**src/rtl/alu_ctrl_pkg.sv**
```systemverilog
// alu_ctrl_pkg
// Shared constants for the ALU control sequencer and its funct decoder:
//   - ALU operation encodings, which match the 1-bit ALU slice chain
//   - MIPS R-type funct codes handled by the controller
//   - result-mux select codes
//   - FSM state type and state constants
package alu_ctrl_pkg;

    // ALU operation encodings
    localparam logic [2:0] ALU_AND = 3'b000;
    localparam logic [2:0] ALU_OR  = 3'b001;
    localparam logic [2:0] ALU_ADD = 3'b010;
    localparam logic [2:0] ALU_SUB = 3'b110;
    localparam logic [2:0] ALU_SLT = 3'b111;

    // R-type funct codes
    localparam logic [5:0] FN_SRL   = 6'h02;
    localparam logic [5:0] FN_MFHI  = 6'h10;
    localparam logic [5:0] FN_MFLO  = 6'h12;
    localparam logic [5:0] FN_MULTU = 6'h19;
    localparam logic [5:0] FN_ADD   = 6'h20;
    localparam logic [5:0] FN_SUB   = 6'h22;
    localparam logic [5:0] FN_AND   = 6'h24;
    localparam logic [5:0] FN_OR    = 6'h25;
    localparam logic [5:0] FN_SLT   = 6'h2A;

    // Result mux selects
    localparam logic [1:0] SEL_ALU = 2'b00;
    localparam logic [1:0] SEL_SHF = 2'b01;
    localparam logic [1:0] SEL_HI  = 2'b10;
    localparam logic [1:0] SEL_LO  = 2'b11;

    // Sequencer states
    typedef logic [1:0] state_t;
    localparam state_t ST_IDLE     = 2'd0;
    localparam state_t ST_MUL_LOAD = 2'd1;
    localparam state_t ST_MUL_RUN  = 2'd2;
    localparam state_t ST_MUL_DONE = 2'd3;

endpackage

```
**src/rtl/alu_funct_dec.sv**
```systemverilog
// alu_funct_dec
// Purely combinational funct decoder for the ALU controller.
// Ports:
//   funct      in   6  R-type funct field
//   cur_alu    in   3  currently driven ALU operation
//   alu_signal out  3  ALU operation to use if this funct is accepted
//   sel_out    out  2  result-mux select to use if this funct is accepted
//   is_mul     out  1  funct is MULTU (multi-cycle sequence)
//   is_illegal out  1  funct is not supported
module alu_funct_dec
    import alu_ctrl_pkg::*;
(
    input  logic [5:0] funct,
    input  logic [2:0] cur_alu,
    output logic [2:0] alu_signal,
    output logic [1:0] sel_out,
    output logic       is_mul,
    output logic       is_illegal
);

    // Shift and HI/LO moves do not use the ALU, so the current ALU
    // operation is passed through and the controller's value is kept.
    always_comb begin
        alu_signal = cur_alu;
        sel_out    = SEL_ALU;
        is_mul     = 1'b0;
        is_illegal = 1'b0;
        case (funct)
            FN_ADD:   alu_signal = ALU_ADD;
            FN_SUB:   alu_signal = ALU_SUB;
            FN_AND:   alu_signal = ALU_AND;
            FN_OR:    alu_signal = ALU_OR;
            FN_SLT:   alu_signal = ALU_SLT;
            FN_SRL:   sel_out    = SEL_SHF;
            FN_MFHI:  sel_out    = SEL_HI;
            FN_MFLO:  sel_out    = SEL_LO;
            FN_MULTU: is_mul     = 1'b1;
            default:  is_illegal = 1'b1;
        endcase
    end

endmodule

```
**src/rtl/alu_ctrl_seq.sv**
```systemverilog
// alu_ctrl_seq
// ALU control sequencer: turns an R-type funct into ALU operation, result
// select and write strobes, and steps the datapath multiplier through a
// WIDTH-cycle MULTU.
// Ports:
//   clk        in   1  system clock
//   rst        in   1  synchronous active-high reset
//   valid      in   1  funct presented this cycle
//   funct      in   6  R-type funct field
//   ready      out  1  high only in IDLE (combinational)
//   alu_signal out  3  ALU operation (registered, held between accepts)
//   sel_out    out  2  result-mux select (registered, held between accepts)
//   reg_we     out  1  register-file write strobe
//   mul_load   out  1  product-register load strobe
//   mul_step   out  1  product-register add/shift step strobe
//   hilo_we    out  1  HI/LO write strobe
//   done       out  1  completion pulse for every accepted funct
//   illegal    out  1  unsupported-funct pulse, coincident with done
module alu_ctrl_seq
    import alu_ctrl_pkg::*;
#(
    parameter int WIDTH = 32,
    parameter int CNT_W = 6
) (
    input  logic       clk,
    input  logic       rst,
    input  logic       valid,
    input  logic [5:0] funct,
    output logic       ready,
    output logic [2:0] alu_signal,
    output logic [1:0] sel_out,
    output logic       reg_we,
    output logic       mul_load,
    output logic       mul_step,
    output logic       hilo_we,
    output logic       done,
    output logic       illegal
);

    localparam logic [CNT_W-1:0] LAST_STEP = CNT_W'(WIDTH - 1);

    state_t           state;
    logic [CNT_W-1:0] step_cnt;

    logic [2:0] dec_alu;
    logic [1:0] dec_sel;
    logic       dec_mul;
    logic       dec_illegal;

    alu_funct_dec u_dec (
        .funct      (funct),
        .cur_alu    (alu_signal),
        .alu_signal (dec_alu),
        .sel_out    (dec_sel),
        .is_mul     (dec_mul),
        .is_illegal (dec_illegal)
    );

    assign ready = (state == ST_IDLE);

    // Sequencer and registered outputs. Every strobe defaults low each
    // cycle so it can only be high in the one cycle that sets it.
    // The step strobe for a cycle is issued on the preceding edge, so the
    // run state spans exactly the WIDTH step cycles with step_cnt equal to
    // the index of the step being performed.
    always_ff @(posedge clk) begin
        if (rst) begin
            state      <= ST_IDLE;
            step_cnt   <= '0;
            alu_signal <= ALU_ADD;
            sel_out    <= SEL_ALU;
            reg_we     <= 1'b0;
            mul_load   <= 1'b0;
            mul_step   <= 1'b0;
            hilo_we    <= 1'b0;
            done       <= 1'b0;
            illegal    <= 1'b0;
        end else begin
            reg_we   <= 1'b0;
            mul_load <= 1'b0;
            mul_step <= 1'b0;
            hilo_we  <= 1'b0;
            done     <= 1'b0;
            illegal  <= 1'b0;
            case (state)
                ST_IDLE: begin
                    if (valid) begin
                        if (dec_illegal) begin
                            done    <= 1'b1;
                            illegal <= 1'b1;
                        end else if (dec_mul) begin
                            state    <= ST_MUL_LOAD;
                            mul_load <= 1'b1;
                        end else begin
                            alu_signal <= dec_alu;
                            sel_out    <= dec_sel;
                            reg_we     <= 1'b1;
                            done       <= 1'b1;
                        end
                    end
                end
                ST_MUL_LOAD: begin
                    state      <= ST_MUL_RUN;
                    step_cnt   <= '0;
                    mul_step   <= 1'b1;
                    alu_signal <= ALU_ADD;
                end
                ST_MUL_RUN: begin
                    if (step_cnt == LAST_STEP) begin
                        state   <= ST_MUL_DONE;
                        hilo_we <= 1'b1;
                        done    <= 1'b1;
                    end else begin
                        step_cnt <= step_cnt + CNT_W'(1);
                        mul_step <= 1'b1;
                    end
                end
                ST_MUL_DONE: begin
                    state <= ST_IDLE;
                end
                default: begin
                    state <= ST_IDLE;
                end
            endcase
        end
    end

endmodule

```
**config.mk**
```make
export PLATFORM = sky130hd
export DESIGN_NAME = alu_ctrl_seq
export DESIGN_NICKNAME = d
export VERILOG_FILES = /design/src/rtl/alu_ctrl_pkg.sv /design/src/rtl/alu_funct_dec.sv /design/src/rtl/alu_ctrl_seq.sv
export SDC_FILE = /design/constraint.sdc
export NUM_CORES = 1
export LEC_CHECK = 0
export CAP_MARGIN = 20
export CELL_PAD_IN_SITES_DETAIL_PLACEMENT = 1
export CELL_PAD_IN_SITES_GLOBAL_PLACEMENT = 2
export CORE_ASPECT_RATIO = 0.75
export CORE_MARGIN = 4
export CORE_UTILIZATION = 29
export DETAILED_ROUTE_END_ITERATION = 6
export PLACE_DENSITY_LB_ADDON = 0.12
export RECOVER_POWER = 25
export REMOVE_ABC_BUFFERS = 1
export SETUP_SLACK_MARGIN = 0.5
export SYNTH_ARGS = -nofsm -noshare
export SYNTH_HDL_FRONTEND = slang
export SYNTH_SLANG_ARGS = --single-unit
```
**constraint.sdc**
```tcl
create_clock -name clk -period 2.2 [get_ports clk]
set_input_delay 0.44 -clock clk [delete_from_list [all_inputs] [get_ports clk]]
set_output_delay 0.44 -clock clk [all_outputs]
set_load 0.02 [all_outputs]
```
==> run_results.csv, run 1 <==
group,metric,value,unit
clock_network,cts_buffer_depth,2,
critical_path,crit_path_class,"input port to flip-flop",
min_path,hold_path_startpoint,"sel_out[1]",
finish,area.sequential,383,µm²
routing,detail-route-antenna-nets,0,
routing,via_per_inst,5.24,
routing,routed_wire_length_per_instance,16.1,µm
floorplan,fp.coreArea,3060,µm²
timing,final_period_minus_worst_setup_slack,1.70,ns
critical_path,timing.reg2reg.setup_slack,0.54,ns
routing,drt-initial-drc-count,54,
critical_path,setup.worst_path.start,"funct[0]",
grt,pin_count_of_the_biggest_net_entering_global_routing,11,
logic_synthesis,syn-cell-area,967,µm²
logic_synthesis,synthTopCellsByArea,"dfxtp_1 (39%), ha_1 (5.2%), a21oi_1 (4.7%)",
floorplan,die_width,74.7,µm
logic_synthesis,synthMuxAreaShare,0.0466,
critical_path,worst-endpoint-required,2.35,ns
grt,number_of_global_route_vias_before_repair,1019,
routing,firstDrtPassIters,3,
critical_path,regToRegEndpoint,"alu_signal[2]",
min_path,worstHoldEndpoint,"sel_out[1]",
logic_synthesis,synthDominantAreaCellType,"dfxtp_1",
routing,routed-via-count,969,
critical_path,slowest_stage,"a311oi_1",
power,power.ir.vdd_worst,374,µV
critical_path,worst_path_largest_cell_delay,0.33,ns
clock_network,insertion_delay,0.25,ns
placed_design,port-buffer-count,20,
critical_path,critical_path.reg2reg.startpoint,"state[0]",
floorplan,initial_core_util,0.316,
finish,multiInputGateArea,637,µm²
logic_synthesis,yosysWarningCount,0,
clock_network,cts.sinks,19,
clock_network,maximum_level_of_the_cts_h_tree,1,
floorplan,pin_count,21,
grt,grt_first_pass_wirelength,4930,µm
routing,route.detailed.drc,0,
logic_synthesis,synthArstFlopShare,0,
finish,fill_cells,377,
logic_synthesis,synth_seq_cells,19,
clock_network,cts-hold-fix-buffers,0,
timing,rsz0062_at_grt,"true",
logic_synthesis,netlist_cell_types,41,
placed_design,place_inst,179,
timing,timing.fmax,0.588,GHz
timing,report.final.hold_viol_count,0,
logic_synthesis,main_combinational_cell_family_by_area_after_synthesis,"simple AND/OR/NAND/NOR gates",
logic_synthesis,postSynthAreaPerCell,8.87,µm²
finish,non_filler_instance_count_after_layout,185,
placed_design,routabilityCongestion,0.832,
critical_path,reg2reg_depth,6,
finish,layout-drive-gt1-share,0.306,
logic_synthesis,ys_dominant_reg_cell,"dfxtp_1",
timing,worst-slew-pin-transition,0.285,ns
grt,antenna_found_initial,0,
routing,drt-total-wl,2980,µm
clock_network,cts.root.buffer_cell,"clkbuf_8",
timing,min_period_over_period,0.773,
logic_synthesis,seq_area_frac_synth,0.393,
min_path,min_path_type,"flip-flop to flip-flop",
timing,max-slew-margin-rel,0.807,
logic_synthesis,syn-instance-count,109,
logic_synthesis,yosys.area_share.xor_xnor,0,
critical_path,worst-endpoint-arrival,1.85,ns
floorplan,floorplan.rows,17,
clock_network,clock_tree_from_tritoncts,"yes",
floorplan,die-area,4330,µm²
critical_path,startpoint_type,"input port",
logic_synthesis,synth_top_cell_area_share,0.393,
clock_network,clk_pin_slew,0.07,ns
finish,nNetsFinal,161,
logic_synthesis,synth-compound-area-share,0.202,
critical_path,path_buf_inv,3,
logic_synthesis,simple_gate_share_of_the_synthesized_area,0.279,
min_path,whs_path_depth,2,
finish,diode_count,0,
power,power-per-cell-area,636,nW/µm²
placed_design,dp_hpwl,2220,µm
logic_synthesis,synth_edf_count,0,
timing,finClkSkew,0.00110,ns
grt,grt_util_all_layers,0.151,
finish,area_delta_synth_final,47.0,%
critical_path,worstPathMaxFanout,5,
timing,maxSlewViolCount,0,
clock_network,cts_inserted_buffers,3,
critical_path,crit_top_cell,"buf_4",
logic_synthesis,post_synth_fa_ha_maj_area_fraction,0.0517,
power,leakage,0.514,nW
status,status,"finished clean",
floorplan,die_ht,58.0,µm
timing,setup-violations-final,0,
flow_run,max_cap_violations,0,
critical_path,timing.critical_path.cells,"dlygate4sd2_1 -> buf_4 -> and3b_2 -> a311oi_1 -> buf_4 -> a21boi_4 -> and2_1",
critical_path,crit_path_end_kind,"flip-flop",
critical_path,critical-path-top-delay-family,"buffers and inverters",
timing,final.setup.tns,0,ns
grt,globalRouteOverflowTotal,0,
==> Yosys cell counts, drive strengths merged, types with 2 or more instances <==
cell     n
o21a     2
or3      4
nand3    4
o31ai    2
nand2b   2
o211ai   2
nor2     8
a21oi    9
mux2i    3
or4      3
or4b     2
nor4b    2
a21o     2
dfxtp   19
o21ai    5
ha       4
inv      6
nand2   10
==> layout by cell type (no fill, tap or decap), types with 4 or more instances in the layout <==
| master | netlist | layout |
|---|---|---|
| o21ai_0 | 5 | 5 |
| nand2_1 | 10 | 9 |
| buf_4 | 0 | 15 |
| dfxtp_1 | 19 | 17 |
| a21oi_1 | 9 | 8 |
| or3_1 | 4 | 4 |
| clkdlybuf4s50_1 | 0 | 11 |
| inv_1 | 6 | 4 |
| nand3_1 | 4 | 4 |
| nor2_1 | 8 | 8 |
==> worst max-delay path by stage <==
stage	end	slack, ns	depth (start not counted)
5_1_grt	alu_signal[2]	0.42	6
2_1_floorplan	alu_signal[0]	0.47	6
3_3_place_gp	alu_signal[2]	-0.08	5
4_1_cts	alu_signal[0]	0.47	7
6_report	reg_we	0.50	7
3_5_place_dp	sel_out[1]	-0.15	5
==> stage by stage <==
| step | total power, mW | hold WS [ns] | cell area [µm²] | setup WS [ns] | utilization |
|---|---|---|---|---|---|
| 6_report | 0.905 | 0.481 | 1420 | 0.499 | 0.464 |
| 5_1_grt | 0.965 | 0.490 | 1420 | 0.421 | 0.464 |
| 4_1_cts | 0.889 | 0.486 | 1380 | 0.474 | 0.449 |
| 3_5_place_dp | 0.647 | 0.467 | 1310 | -0.147 | 0.427 |
| 3_3_place_gp | 0.640 | 0.446 | 1310 | -0.0838 | 0.427 |
| 2_1_floorplan | 0.514 | 0.447 | 963 | 0.469 | - |
==> routing by layer <==
metal / routed length, µm / global-route usage / vias to the layer above / part of all wire
met3: 126 / 0.0555 / 3 / 0.042
met1: 1520 / 0.216 / 469 / 0.51
met4: 10 / 0.0381 / 0 / 0.0034
li1: - / - / 480 / -
met5: 0 / 0 / - / 0
met2: 1320 / 0.214 / 17 / 0.44
==> tightest hold or removal path, cell delays in order, from the launching register on <==
cell	delay (ns)
dfxtp_1	0.32
nand2_1	0.06
mux2i_1	0.06
==> power by group <==
part,internal (mW),switching [mW]
registers,0.360,0.0108
clock network,0.129,0.108
logic,0.135,0.163
==> timing repair <==
action	4_1_cts	5_1_grt
resized for setup	27	19
setup buffers	1	1
endpoints found under the hold margin	0	0
pin swaps	4	8
setup endpoints to repair	10	15
==> registers in the layout (all words and copies together), names as in the netlist <==
signal / count
done: 1
illegal: 1
sel_out: 2
alu_signal: 3
state: 2
mul_step: 1
mul_load: 1
reg_we: 1
hilo_we: 1
step_cnt: 6
==> layout make-up <==
type,instances,share of cell area
clock buffer,4,0.0317
sequential,19,0.269
tap,38,0.0335
timing repair buffer,35,0.202
multi-input combinational,83,0.448
inverter,6,0.0158
==> cell families after synthesis <==
kind of cell             after synthesis
AND/OR/NAND/NOR                       46
AO/OA/AOI/OAI                         29
flip-flops                            19
buffers and inverters                  7
multiplexers                           4
adder cells (fa/ha/maj)                4
(Power assumes the default switching activity.)
==> inputs of run 2 (changes only) <==
- CORE_UTILIZATION: 29 -> 26
- clock period: 2.2 -> 1.45 ns (I/O delays scaled with it)
==> run_results.csv, run 2 (synthesis gave the netlist of run 1 again) <==
group,metric,value,unit
status,status,"finished, violations left",
flow_run,max_cap_violations,0,
timing,maxSlewViolCount,0,
floorplan,fp.coreArea,3420,µm²
routing,route.detailed.drc,0,
timing,worst-slew-pin-transition,0.265,ns
finish,nNetsFinal,186,
power,power.ir.vdd_worst,471,µV
grt,grt_first_pass_wirelength,6320,µm
timing,final_period_minus_worst_setup_slack,1.59,ns
finish,non_filler_instance_count_after_layout,222,
timing,max-slew-margin-rel,0.823,
critical_path,timing.reg2reg.setup_slack,-0.14,ns
clock_network,clock_tree_from_tritoncts,"yes",
placed_design,routabilityCongestion,0.810,
floorplan,die-area,4770,µm²
finish,layout-drive-gt1-share,0.698,
finish,area_delta_synth_final,95.6,%
timing,setup_ws,-0.142,ns
critical_path,setup.worst_path.start,"state[1]",
power,power-per-cell-area,894,nW/µm²
routing,detail-route-antenna-nets,0,
timing,fin_hold_ws,0.335,ns
floorplan,die_width,78.4,µm
timing,finClkSkew,0.00275,ns
power,leakage,0.710,nW
clock_network,cts_inserted_buffers,3,
critical_path,regToRegEndpoint,"alu_signal[0]",
critical_path,worst-endpoint-required,1.63,ns
routing,routed-via-count,1126,
grt,number_of_global_route_vias_before_repair,1226,
finish,largest_register_ffs,6,
routing,drt-initial-drc-count,47,
grt,globalRouteOverflowTotal,0,
critical_path,crit_path_end,"alu_signal[0]",
timing,final.setup.tns,-0.618,ns
timing,setup-violations-final,11,
floorplan,pin_count,21,
critical_path,reg2reg_depth,7,
grt,grt_util_all_layers,0.177,
critical_path,worst-endpoint-arrival,1.77,ns
floorplan,die_ht,60.8,µm
grt,pin_count_of_the_biggest_net_entering_global_routing,11,
routing,via_per_inst,5.07,
floorplan,floorplan.rows,18,
placed_design,detailedPlace.worstSlack,-0.717,ns
grt,antenna_found_initial,0,
finish,most_common_cell_after_layout_fill_and_taps_aside,"buf_4",
clock_network,clk_pin_slew,0.07,ns
routing,routed_wire_length_per_instance,17.5,µm
finish,reg.largest.list,"step_cnt (6), alu_signal (3)",
clock_network,cts_buffer_depth,2,
timing,timing.fmax,0.628,GHz
clock_network,insertion_delay,0.25,ns
critical_path,worstPathMaxFanout,2,
routing,drt-total-wl,3890,µm
critical_path,critical_path.reg2reg.startpoint,"state[1]",
routing,firstDrtPassIters,4,
critical_path,startpoint_type,"flip-flop",
floorplan,initial_core_util,0.283,
clock_network,cts.sinks,19,
clock_network,maximum_level_of_the_cts_h_tree,1,
timing,min_period_over_period,1.10,
timing,rsz0062_at_grt,"true",
critical_path,crit_path_end_kind,"flip-flop",
finish,register_bank_with_the_most_flops,"step_cnt",
critical_path,crit_path_class,"flip-flop to flip-flop",
min_path,min_path_type,"input port to flip-flop",
finish,final_cell_mix,"buf_4 (30), buf_6 (22), dfxtp_2 (11)",
status,violations,"setup timing",
placed_design,dp_hpwl,2510,µm
placed_design,port-buffer-count,20,
finish,diode_count,0,
timing,report.final.hold_viol_count,0,
clock_network,cts.root.buffer_cell,"clkbuf_8",
placed_design,place_inst,210,
-- run 2: cell types whose count changed in the layout (fill, tap and decap cells not counted), moves of 4 or more --
cell,delta
a21oi_2,+5
dfxtp_1,-9
nor2_1,-4
a21oi_1,-6
clkdlybuf4s50_1,-10
buf_6,+21
buf_4,+15
dfxtp_2,+9
-- run 2: layout make-up --
cell class	count	area, µm²
timing repair buffer	60	542
multi-input combinational	83	823
clock buffer	4	45.0
inverter	6	25.0
fill	397	1530
sequential	19	394
tap	50	62.6
-- run 2: metrics by stage --
step                      area (µm²)  total power, mW   util
final                           1890             1.69  0.553
after global routing            1890             1.78  0.553
after CTS                       1800             1.61  0.526
after detailed placement        1470             1.06  0.428
after global placement          1470             1.05  0.428
after floorplan                  963            0.780      -
-- run 2: worst min-delay path by stage --
stage / start / to / slack [ns] / cells after the start
final: funct[1] / sel_out[0] / 0.33 / 3
after global routing: funct[1] / sel_out[0] / 0.33 / 3
after CTS: funct[1] / sel_out[0] / 0.31 / 3
after detailed placement: sel_out[1] / sel_out[1] / 0.45 / 2
after global placement: sel_out[1] / sel_out[1] / 0.45 / 2
after floorplan: rst / alu_signal[2] / 0.36 / 1
-- run 2: where the power goes --
part	leakage, nW	internal (mW)	total (mW)	switching (mW)
sequential	0.158	0.547	0.568	0.0214
combinational	0.529	0.385	0.753	0.368
clock	0.0228	0.195	0.370	0.175
-- run 2: critical path: stages (launching register included) --
cell,delay (ns)
dfxtp_2,0.34
inv_2,0.05
ha_4,0.15
or4b_4,0.51
nor4_4,0.14
buf_4,0.15
nand2_2,0.04
o211ai_1,0.15
-- run 2: per-layer routing --
metal	wire length, µm	up-vias	global-route usage
li1	-	534	-
met1	1930	560	0.232
met2	1780	26	0.304
met3	120	6	0.0430
met4	55	0	0.0349
met5	0	-	0
-- run 2: repair_timing --
| action | CTS | global route |
|---|---|---|
| pin swaps | 26 | 14 |
| hold buffers | 0 | 0 |
| hold endpoints to repair | 0 | 0 |
| setup endpoints to repair | 31 | 31 |
| resized for setup | 162 | 24 |
| setup buffers | 7 | 1 |
| gates cloned | 0 | 0 |
==> inputs of run 3 (changes only) <==
- CAP_MARGIN: 20 -> default
==> results of run 3 <==
The final DEF is identical to that of run 2; final timing and power are the same.
